File: src/rtl/delay_timer_arbiter.sv
// Round-robin arbiter sharing one delay timer: issue is 1 cycle after a winning request, done 1 cycle after cf returns high.
// Losers hold req and stay pending; cf low in IDLE stalls arbitration until the timer is free.
module delay_timer_arbiter #(
  parameter int N_REQ        = 4,
  parameter int BUSY_TIMEOUT = 4,
  parameter int CNT_W        = 3
) (
  input  logic             clk,
  input  logic             reset_n,
  input  logic [N_REQ-1:0] req,
  input  logic [N_REQ-1:0] req_long,
  output logic [N_REQ-1:0] grant,
  output logic [N_REQ-1:0] done,
  output logic             tr,
  output logic             mode,
  input  logic             cf,
  output logic             err
);

  localparam int ID_W = (N_REQ > 1) ? $clog2(N_REQ) : 1;

  typedef enum logic [2:0] {
    IDLE,
    ISSUE,
    WAIT_BUSY,
    WAIT_FREE,
    DONE
  } state_t;

  state_t            state, state_nxt;
  logic [ID_W-1:0]   rr_ptr, ptr_nxt;
  logic [ID_W-1:0]   id_q, id_nxt;
  logic [ID_W-1:0]   win_id, cand;
  logic              win_vld;
  logic              mode_nxt;
  logic [CNT_W-1:0]  cnt, cnt_nxt;
  logic              err_nxt;
  logic              tr_nxt;
  logic [N_REQ-1:0]  grant_nxt, done_nxt;

  // First requester at or after the pointer, wrapping modulo N_REQ.
  always_comb begin
    win_vld = 1'b0;
    win_id  = rr_ptr;
    cand    = rr_ptr;
    for (int k = 0; k < N_REQ; k++) begin
      cand = ID_W'((int'(rr_ptr) + k) % N_REQ);
      if (!win_vld && req[cand]) begin
        win_vld = 1'b1;
        win_id  = cand;
      end
    end
  end

  always_comb begin
    state_nxt = state;
    ptr_nxt   = rr_ptr;
    id_nxt    = id_q;
    mode_nxt  = mode;
    cnt_nxt   = cnt;
    err_nxt   = err;
    case (state)
      IDLE: begin
        if (cf && win_vld) begin
          id_nxt    = win_id;
          mode_nxt  = req_long[win_id];
          state_nxt = ISSUE;
        end
      end
      ISSUE: begin
        cnt_nxt   = '0;
        state_nxt = WAIT_BUSY;
      end
      WAIT_BUSY: begin
        if (!cf) begin
          state_nxt = WAIT_FREE;
        end else begin
          cnt_nxt = cnt + 1'b1;
          if (cnt_nxt == CNT_W'(BUSY_TIMEOUT)) begin
            err_nxt   = 1'b1;
            state_nxt = DONE;
          end
        end
      end
      WAIT_FREE: begin
        if (cf) state_nxt = DONE;
      end
      DONE: begin
        ptr_nxt   = (int'(id_q) == N_REQ - 1) ? '0 : id_q + 1'b1;
        state_nxt = IDLE;
      end
      default: state_nxt = IDLE;
    endcase

    // Outputs are decoded from the next state so they can be registered.
    tr_nxt    = (state_nxt == ISSUE);
    grant_nxt = '0;
    done_nxt  = '0;
    if (state_nxt != IDLE) grant_nxt = N_REQ'(1) << id_nxt;
    if (state_nxt == DONE) done_nxt = N_REQ'(1) << id_nxt;
  end

  always_ff @(posedge clk or negedge reset_n) begin
    if (!reset_n) begin
      state  <= IDLE;
      rr_ptr <= '0;
      id_q   <= '0;
      mode   <= 1'b0;
      cnt    <= '0;
      err    <= 1'b0;
      tr     <= 1'b0;
      grant  <= '0;
      done   <= '0;
    end else begin
      state  <= state_nxt;
      rr_ptr <= ptr_nxt;
      id_q   <= id_nxt;
      mode   <= mode_nxt;
      cnt    <= cnt_nxt;
      err    <= err_nxt;
      tr     <= tr_nxt;
      grant  <= grant_nxt;
      done   <= done_nxt;
    end
  end

endmodule

File: config.mk
export PLATFORM = sky130hd
export DESIGN_NAME = delay_timer_arbiter
export DESIGN_NICKNAME = d
export VERILOG_FILES = /design/src/rtl/delay_timer_arbiter.sv
export SDC_FILE = /design/constraint.sdc
export NUM_CORES = 1
export LEC_CHECK = 0
export BUFFER_PORTS_ARGS = -buffer_cell sky130_fd_sc_hd__buf_2
export CAP_MARGIN = 20
export CORE_UTILIZATION = 53
export CTS_BUF_LIST = sky130_fd_sc_hd__clkbuf_4
export CTS_CLUSTER_DIAMETER = 100
export CTS_CLUSTER_SIZE = 8
export DETAILED_ROUTE_END_ITERATION = 10
export GPL_TIMING_DRIVEN = 1
export HOLD_SLACK_MARGIN = 0.15
export PLACE_DENSITY = 0.78
export SLEW_MARGIN = 20
export SYNTH_ARGS = -nofsm -noshare
export SYNTH_HDL_FRONTEND = slang
export SYNTH_SLANG_ARGS = --single-unit
File: constraint.sdc
create_clock -name clk -period 3.1 [get_ports clk]
set_input_delay 0.155 -clock clk [delete_from_list [all_inputs] [get_ports clk]]
set_output_delay 0.155 -clock clk [all_outputs]
set_load 0.01 [all_outputs]
Word level (Yosys, flattened, before mapping):

Index checks and enable logic that the tools add are counted.
Widths: inputs -> output; s select.

* add/sub/neg operators: 5
* $lt $le $gt $ge: 5
* eq/ne operators: 9
* shift-type cells: 1
* mux-type cells: 29
* reductions and logical operators: 13

Operators by type and width (count)
* $lt 2x3->1 const B: 5
* $mux 3: 5
* $mux 2: 6
* $pmux 3 s4: 1
* $bmux 1 s2: 5
* $eq 3x3->1 const B: 3
* $mux 1: 9
* $mux 4: 2
* $eq 3x1->1 const B: 2
* $eq 3x2->1 const B: 2
* $pmux 3 s2: 1
* $add 2x1->2 const B: 2
* $add 2x2->2 const B: 2
* $logic_and 1x1->1: 4
* $reduce_and 2->1: 2
* $shl 1x2->4 const A: 1
* $add 3x1->3 const B: 1
* $logic_not 1->1: 3
* $logic_not 3->1: 1
* $reduce_and 3->1: 1
* $reduce_bool 3->1: 1
* $eq 2x1->1 const B: 1
* $ne 2x2->1 const B: 1
* $reduce_bool 2->1: 1

* bits in registers: 21
* output and inout port bits: 11
* logic and storage cells: 71

Depth between registers and ports, before layout:

Gate-level depths: netlist of the first run.

* depth after elaboration: 17
* mapped depth: 8
* gate-level depth less buffers: 6

Least setup slack after synthesis of the first run:

No wires, ideal clock.

* kind: register to register
* from: reg state[2]
* to: reg grant[3]
* arrival: 1936 ps
* setup slack: 1045 ps
* stages on the path, launching flop included: 9
* path buffers: 2
* clock period less this slack: 2055 ps
* cells stage by stage: dfrtp_1 > buf_6 > or3b_4 > or3_1 > buf_6 > inv_6 > mux2i_2 > clkinv_4 > and2_1

* elaborated cells between the ends (all ways): 13
* those cells by class: eq/ne (3); shift (1); mux (7); reduce/logical (2)

RTL lines
* start: declaration: RTL line 30 `state_t state, state_nxt;`
* start signal: assignment: RTL line 115 `state <= state_nxt;`
* $logic_not 3->1: RTL line 62 `case (state)`
* $mux 2: RTL line 62
* named net id_nxt[1]: RTL line 32 `logic [ID_W-1:0] id_q, id_nxt;`
* $shl 1x2->4: RTL line 99 `if (state_nxt != IDLE) grant_nxt = N_REQ'(1) << id_nxt;`
* $mux 4: RTL line 99
* named net grant_nxt[3]: RTL line 39 `logic [N_REQ-1:0] grant_nxt, done_nxt;`
* end signal: assignment: RTL line 122 `grant <= grant_nxt;`
* end: declaration: RTL line 12 `output logic [N_REQ-1:0] grant,`

The timed path passes the listed nets, and every way through them passes these cells.
A chain may end at the register's enable or synchronous reset.

Final worst setup path of the first run:

Ends and elaborated chain as after synthesis.

==> metrics, run 1 <==
status=completed; full die area=between 0.002 and 0.0025 mm²; Num CTS Buffers=3; peak supply drop=about 0.00049 V; CP Data Arrival Time=~2500 ps; Worst-path clk slew=roughly 120 ps; crit path max-delay cell type=or3_1; CTS tree=yes; average cell area after synthesis=approximately 11 µm²; WS Path Type=flop to flop; crit-path cells=or3b_4, or3_1, inv_6, mux2i_2, clkinv_4, and2_1; PwrDens=849.5 mW/mm²; Layout Utilization=roughly 66%; worst r2r src=state[2]; GP Congestion=between 0.8 and 0.9; total negative slack=0 ps; RSZ-0062 raised after global routing=false; Yosys top cell by area=dfrtp_1; count leader, synth=dfrtp_1; wire per inst=between 10 and 15 µm; fin crit share=73.34%; Worst Setup SP=state[2]; vias=approximately 770; crit start category=flop; top post-synthesis cells by area=dfrtp_1 52%, ha_1 3.7%, a22o_1 3.5%; Port-buffer cells=21; fraction of layout cells with a size suffix above 1=approximately 28%; clock skew=8.806 ps; Slew headroom=between 50% and 60%; # clock sinks=21; nets=around 130; pin count of the biggest net entering global routing=22; crit path time final=around 2300 ps; Post-synth EDFFs=0; Hold Fails Final Rpt=0; Synth cell types=39; Die Width=45.68 µm; Fillers=153; Ports=22; crit-path max FO=9; GRT Residual Overflow=0; n_diodes=0; post-route ant nets=0; Req. time, crit path=around 3300 ps; H-Tree Depth=1; Total GRT Usage=between 20 and 25%; vias in the first global route=709; Slew @ Worst Pin=around 700 ps; #FFs+latches synth=21; Core Box Area=approximately 0.0018 mm²; Net Count, Synth=about 110; ys flop type=dfrtp_1; synth cell count leaders=21 x dfrtp_1, 7 x nor2_1, 6 x nand2_1, 5 x inv_1, 5 x o21ai_0; cell family with most CP delay=simple AND/OR/NAND/NOR gates; Leak=a little under 0.6 nW; total of max-cap violations=0; post-synthesis sequential area ratio=roughly half; Hold Path Class=input port to flop; Residual DRC=0; floorplan row count=15; CP max stage delay=about 500 ps; Cell Area, Synth=approximately 0.0010 mm²; hpwl dp=~1500 µm; Syn Inst Count=between 90 and 100; hold_sp=req_long[2]; first-pass GRT wire length=between 2000 and 3000 µm; clk buf depth=2; pins over their slew limit=0; crit path buf inv count=2; Post-synth ARST share=100.0%; P&R area growth vs syn=15.10%; chip height=roughly 46 µm; final setup fails=0; Total Wirelength=1923 µm; Setup Fix Bufs, Post-CTS=0; Via density=about 5.4; initial antenna violation count=0; root buffer cell=clkbuf_4; Peak Freq=0.4398 GHz; post-synth top area share=about half; initial DRC count=11; Worst Setup End Kind=flop; starting density of the core=between 50% and 60%; number of detailed-route iterations in the first pass=4; Synth Warn #=0; Clock Latency Late Sink=300 ps; Reg2Reg Setup Slack=between 800 and 900 ps
## kinds of logic (layout without fill, tap and decap cells)
kind of cell	after synthesis	count (layout)	share of synthesized area (%)
AO/OA/AOI/OAI	26	26	18.56
buffers and inverters	11	34	6.683
multiplexers	3	3	3.465
adder cells (fa/ha/maj)	3	3	3.713
AND/OR/NAND/NOR	29	29	15.60
flip-flops	21	21	51.98
## cells in the final DEF, fill, tap and decap left out, types with 2 or more instances in the layout
cell           netlist  layout
a21oi_1              3       3
o21ai_0              5       5
a22o_1               4       4
clkbuf_4             0       3
a211oi_1             2       2
nor3_1               2       2
and2_1               2       2
o21a_1               2       2
dfrtp_1             21      21
nor2b_1              4       4
buf_2                1      21
ha_1                 3       3
nand2_1              6       6
nor2_1               7       7
inv_1                5       5
dlygate4sd3_1        0       2
## sequential cells by signal, summed over array words and instances, names as in the netlist
signal / flops
done: 4
grant: 4
cnt: 3
state: 3
id_q: 2
rr_ptr: 2
err: 1
mode: 1
tr: 1
## path summary, 6_finish.rpt
check,to,cells after the start
max,grant[3],6
min,mode,3
max reg2reg,grant[3],6
min reg2reg,err,1
max in group asynchronous,err,2
min in group asynchronous,mode,2
## power breakdown
group / internal, mW / switching, mW / total (mW) / leakage [nW]
clock network: 0.0481 / 0.0809 / 0.129 / 0.0177
registers: 0.370 / 0.0930 / 0.463 / 0.273
logic: 0.180 / 0.217 / 0.397 / 0.294
total: 0.598 / 0.391 / 0.989 / 0.584
## metrics by stage
step	power [mW]	hold WS, ps	cells	worst slack (ps)	cell area (µm²)
after floorplan	0.7521	-140.6	93	1045	1011
after global placement	0.8373	120.3	135	932.6	1116
after detailed placement	0.8609	123.6	135	839.3	1116
after CTS	0.9910	182.9	141	828.7	1164
after global routing	1.064	174.6	141	665.4	1164
final	0.9885	181.5	141	826.3	1164
## routing by layer
metal  GRT usage [%]  vias up  part of all wire [%]
met5               0        -                     0
met4           12.73        0                  0.99
met3           2.778        2                   4.0
met2           33.14       23                    49
met1           26.42      357                    46
li1                -      383                     -
## worst reg2reg max path: stages (launching register included)
cell and delay, ps:
dfrtp_1 480, or3b_4 430, or3_1 500, inv_6 120
mux2i_2 390, clkinv_4 120, and2_1 150
## final cells by class
cell class | instances | area (µm²) | share of cell area, %
well taps | 25 | 31.28 | 2.688
clock buffers | 3 | 22.52 | 1.935
clock inverters | 1 | 5.005 | 0.4301
inverters | 7 | 36.28 | 3.118
multi-input cells | 61 | 417.9 | 35.91
repair buffers | 23 | 125.1 | 10.75
flip-flops and latches | 21 | 525.5 | 45.16
## repair_timing
item	4_1_cts	5_1_grt
gates resized for setup	0	0
hold buffers	2	0
hold endpoints to repair	22	0
endpoints found under the setup margin	0	0
No activity file was read; power rests on OpenSTA's default activity.
==> inputs of run 2 (changes only) <==
==> constraint.sdc (replaced) <==
create_clock -name clk -period 2.11 [get_ports clk]
set_input_delay 0.1055 -clock clk [delete_from_list [all_inputs] [get_ports clk]]
set_output_delay 0.1055 -clock clk [all_outputs]
set_load 0.01 [all_outputs]
==> run 2 against run 1 <==
Sequential power grew 42%. Clock power grew 60%. Highest routed layer unchanged. Hold slack lost 14 ps. Critical endpoint is now grant[1].
==> metrics, run 2 (same netlist as run 1, synthesis figures left out) <==
Hold Fails Final Rpt=0 (unchanged); wire per inst=13.76 µm (was 13.64 µm); PwrDens=1257 mW/mm² (was 849.5 mW/mm²); chip height=45.68 µm (unchanged); P&R area growth vs syn=20.17% (was 15.10%); Hold Path Class=input port to flop (unchanged); Req. time, crit path=2360 ps (was 3310 ps); GRT Residual Overflow=0 (unchanged); Slew @ Worst Pin=446.5 ps (was 696.6 ps); RSZ-0062 raised after global routing=false (unchanged); Worst Setup End Kind=flop (unchanged); total negative slack=0 ps (unchanged); most frequent cells in the layout=21 x dfrtp_1, 21 x buf_2, 7 x nor2_1 (unchanged); WS Path Type=input port to flop (was flop to flop); hpwl dp=1513 µm (was 1456 µm); Worst-path clk slew=110 ps (was 120 ps); crit start category=input port (was flop); # clock sinks=21 (unchanged); total of max-cap violations=0 (unchanged); CP Data Arrival Time=2250 ps (was 2480 ps); starting density of the core=57.30% (unchanged); vias in the first global route=706 (was 709); peak supply drop=0.001023 V (was 0.0004852 V); GP Congestion=0.7426 (was 0.8103); floorplan row count=15 (unchanged); dpl ws=186.5 ps (was 839.3 ps); Clock Latency Late Sink=300 ps (about the same); status=completed (unchanged); fraction of layout cells with a size suffix above 1=30.33% (was 27.59%); fin crit share=approximately 95%; clock skew=3.979 ps (was 8.806 ps); pins over their slew limit=0 (unchanged); vias=790 (was 765); nets=137 (was 131); full die area=0.002086 mm² (unchanged); CTS tree=yes (unchanged); Port-buffer cells=21 (unchanged); Slew headroom=70.23% (was 52.95%); Core Box Area=0.001764 mm² (unchanged); crit path time final=approximately 2000 ps; Via density=5.374 (was 5.426); first-pass GRT wire length=3174 µm (was 2967 µm); Total Wirelength=2023 µm (was 1923 µm); final setup fails=0 (unchanged); Total GRT Usage=22.84% (was 20.71%); Peak Freq=0.4989 GHz; Setup Fix Bufs, Post-CTS=0 (unchanged); Die Width=45.68 µm (unchanged); root buffer cell=clkbuf_4 (unchanged); H-Tree Depth=1 (unchanged); initial antenna violation count=0 (unchanged); Ports=22 (unchanged); clk buf depth=2 (unchanged); crit-path max FO=5 (was 9); pin count of the biggest net entering global routing=22 (unchanged); Num CTS Buffers=3 (unchanged); Leak=0.6131 nW (was 0.5842 nW); crit path setup slack, layout=105.4 ps (was 826.3 ps); final hold slack=167.3 ps (was 181.5 ps); n_diodes=0 (unchanged); post-route ant nets=0 (unchanged); Residual DRC=0 (unchanged); Largest regs=done (4), grant (4) (unchanged); number of detailed-route iterations in the first pass=3 (was 4); initial DRC count=15 (was 11)
run 2: layer usage:
layer | share of wire [%] | wire length [µm] | global-route usage, %
met5 | 0 | 0 | 0
met4 | 2.1 | 42 | 12.73
met3 | 2.1 | 42 | 2.381
met2 | 50 | 1021 | 38.57
met1 | 45 | 916 | 28.46
run 2: repair_timing:
| action | 4_1_cts | 5_1_grt |
|---|---|---|
| endpoints found under the setup margin | 0 | 1 |
| endpoints found under the hold margin | 23 | 0 |
| resized for setup | 0 | 1 |
| hold buffers | 3 | 0 |
run 2: area by class of cell:
| type | count | area (µm²) |
|---|---|---|
| inverters | 7 | 36.28 |
| clock buffers | 4 | 30.03 |
| flip-flops and latches | 21 | 525.5 |
| fillers | 156 | 549.3 |
| well taps | 25 | 31.28 |
| multi-input cells | 61 | 419.2 |
| repair buffers | 29 | 172.7 |
run 2: path summary, 6_finish.rpt:
kind / slack (ps) / from / cells after the start / to
max: 110 / cf / 8 / grant[1]
min: 170 / req_long[3] / 4 / mode
max reg2reg: 170 / state[2] / 6 / grant[1]
min reg2reg: 470 / err / 1 / err
max in group asynchronous: 1540 / reset_n / 2 / id_q[0]
min in group asynchronous: 270 / reset_n / 2 / tr
run 2: per-stage QoR:
step / instance area, µm² / utilization [%] / power, mW / std cells
after floorplan: 1011 / - / 1.105 / 93
after CTS: 1214 / 68.79 / 1.528 / 147
final: 1215 / 68.87 / 1.527 / 147
after global routing: 1215 / 68.87 / 1.644 / 147
after detailed placement: 1154 / 65.39 / 1.318 / 140
after global placement: 1154 / 65.39 / 1.285 / 140
run 2: worst max-delay path, cell delays in order:
cell	delay (ps)
dlygate4sd3_1	520
buf_2	140
or3b_4	390
or3_1	400
inv_6	90
mux2i_2	290
buf_4	180
and2_1	120
run 2: power by group:
group          leakage [nW]  internal (mW)  switching [mW]
registers             0.273          0.543           0.114
logic                 0.322          0.314           0.349
clock network        0.0184         0.0865           0.120
==> inputs of run 3 (changes only) <==
==> constraint.sdc (replaced) <==
create_clock -name clk -period 2.11 [get_ports clk]
set_input_delay 0.5275 -clock clk [delete_from_list [all_inputs] [get_ports clk]]
set_output_delay 0.5275 -clock clk [all_outputs]
set_load 0.01 [all_outputs]
==> run 3 against run 2 <==
Fmax increased by 4.2%. Core utilization is 0.50 points lower. Critical path type is now flop to flop. Sequential share of layout area up 0.31 points. Via count rose by 1.4%. Clock-buffer cell count unchanged. Combinational power increased by 2%. Worst setup slack improved by 81 ps. Routed wire length decreased by 2.7%.
==> metrics, run 3 (same netlist as run 1, synthesis figures left out) <==
clock skew=3.269 ps (was 3.979 ps); grt met1 use=28.68% (was 28.46%); Via density=5.449 (was 5.374); Port-buffer cells=21 (unchanged); PwrDens=1270 mW/mm² (was 1257 mW/mm²); Placed Area=0.001176 mm² (was 0.001154 mm²); hpwl dp=1489 µm (was 1513 µm); CP Data Arrival Time=2170 ps (was 2250 ps); Core Box Area=0.001764 mm² (unchanged); Largest regs=done (4), grant (4) (unchanged); post-route ant nets=0 (unchanged); chip height=45.68 µm (unchanged); Worst Setup End Kind=flop (unchanged); pins over their slew limit=0 (unchanged); first-pass GRT wire length=3153 µm (was 3174 µm); Layout Utilization=68.37% (was 68.87%); root buffer cell=clkbuf_4 (unchanged); Hold Fails Final Rpt=0 (unchanged); Slew headroom=69.22% (was 70.23%); vias=801 (was 790); GRT Residual Overflow=0 (unchanged); fin crit share=91.17% (was 95.00%); most frequent cells in the layout=21 x dfrtp_1, 21 x buf_2, 8 x buf_4 (was 21 x dfrtp_1, 21 x buf_2, 7 x nor2_1); final setup fails=0 (unchanged); Slew @ Worst Pin=461.7 ps (was 446.5 ps); Post-Place Cells=143 (was 140); peak supply drop=0.0008013 V (was 0.001023 V); GRT Max-Usage Layer=met2 (unchanged); WS Path Type=flop to flop (was input port to flop); Hold-fix buffers, CTS=0 (was 3); number of detailed-route iterations in the first pass=4 (was 3); pin count of the biggest net entering global routing=22 (unchanged); non-filler cells, final=147 (unchanged); CTS tree=yes (unchanged); Clock Latency Late Sink=300 ps (about the same); crit path setup slack, layout=186.2 ps (was 105.4 ps); overall power=1.532 mW (was 1.527 mW); vias in the first global route=756 (was 706); P&R area growth vs syn=19.31% (was 20.17%); met3 usage=4.365% (was 2.381%); initial antenna violation count=0 (unchanged); initial DRC count=18 (was 15); Total GRT Usage=21.91% (was 22.84%); Num CTS Buffers=3 (unchanged); fraction of layout cells with a size suffix above 1=32.79% (was 30.33%); Ports=22 (unchanged); Residual DRC=0 (unchanged); starting density of the core=57.30% (unchanged); Die Width=45.68 µm (unchanged); total of max-cap violations=0 (unchanged); crit-path max FO=4 (was 5); status=completed (unchanged); RSZ-0062 raised after global routing=false (unchanged); Req. time, crit path=2350 ps (was 2360 ps); # clock sinks=21 (unchanged); Worst Setup SP=state[2] (was cf); H-Tree Depth=1 (unchanged); CTS-repair resized insts=0 (unchanged); Setup Fix Bufs, Post-CTS=0 (unchanged); Leak=0.6153 nW (was 0.6131 nW); total negative slack=0 ps (unchanged); crit path time final=1924 ps (was 2005 ps); grt met2 use=34.86% (was 38.57%); worst r2r src=state[2] (unchanged); floorplan row count=15 (unchanged); dpl ws=-13.13 ps (was 186.5 ps); GP Congestion=0.7742 (was 0.7426); Total Wirelength=1968 µm (was 2023 µm); full die area=0.002086 mm² (unchanged); Hold Path Class=input port to async pin (was input port to flop); clk buf depth=2 (unchanged); final hold slack=159.5 ps (was 167.3 ps); crit start category=flop (was input port); Peak Freq=0.5198 GHz (was 0.4989 GHz); Worst-path clk slew=110 ps (about the same); wire per inst=13.39 µm (was 13.76 µm); nets=137 (unchanged); n_diodes=0 (unchanged); final instance area=0.001206 mm² (was 0.001215 mm²)
[run 3: layout make-up]
class,instances,area [µm²]
multi-input cells,61,417.9
well taps,25,31.28
repair buffers,29,165.2
fillers,158,558.0
clock buffers,4,30.03
inverters,7,36.28
flip-flops and latches,21,525.5
[run 3: worst paths after layout]
check / endpoint / slack [ps] / cells after the start
setup / recovery: grant[1] / 190 / 6
hold / removal: mode / 160 / 1
setup reg to reg: grant[1] / 190 / 6
hold reg to reg: err / 480 / 1
max in group asynchronous: cnt[1] / 1630 / 1
min in group clk: err / 480 / 1
[run 3: metal layers]
| layer | routed length [µm] | part of all wire, % | vias up |
|---|---|---|---|
| met5 | 0 | 0 | - |
| li1 | - | - | 394 |
| met1 | 918 | 47 | 387 |
| met4 | 31 | 1.6 | 0 |
| met3 | 66 | 3.4 | 5 |
| met2 | 951 | 48 | 15 |
[run 3: power breakdown]
part / internal (mW) / leakage, nW / switching (mW)
combinational: 0.325 / 0.324 / 0.353
sequential: 0.544 / 0.273 / 0.113
clock: 0.0865 / 0.0184 / 0.112
total: 0.955 / 0.615 / 0.577
[run 3: critical path: stages, from the launching register on]
cell	delay [ps]
dfrtp_1	400
or3b_4	390
or3_1	390
inv_6	80
mux2i_2	300
buf_4	180
and2_1	120
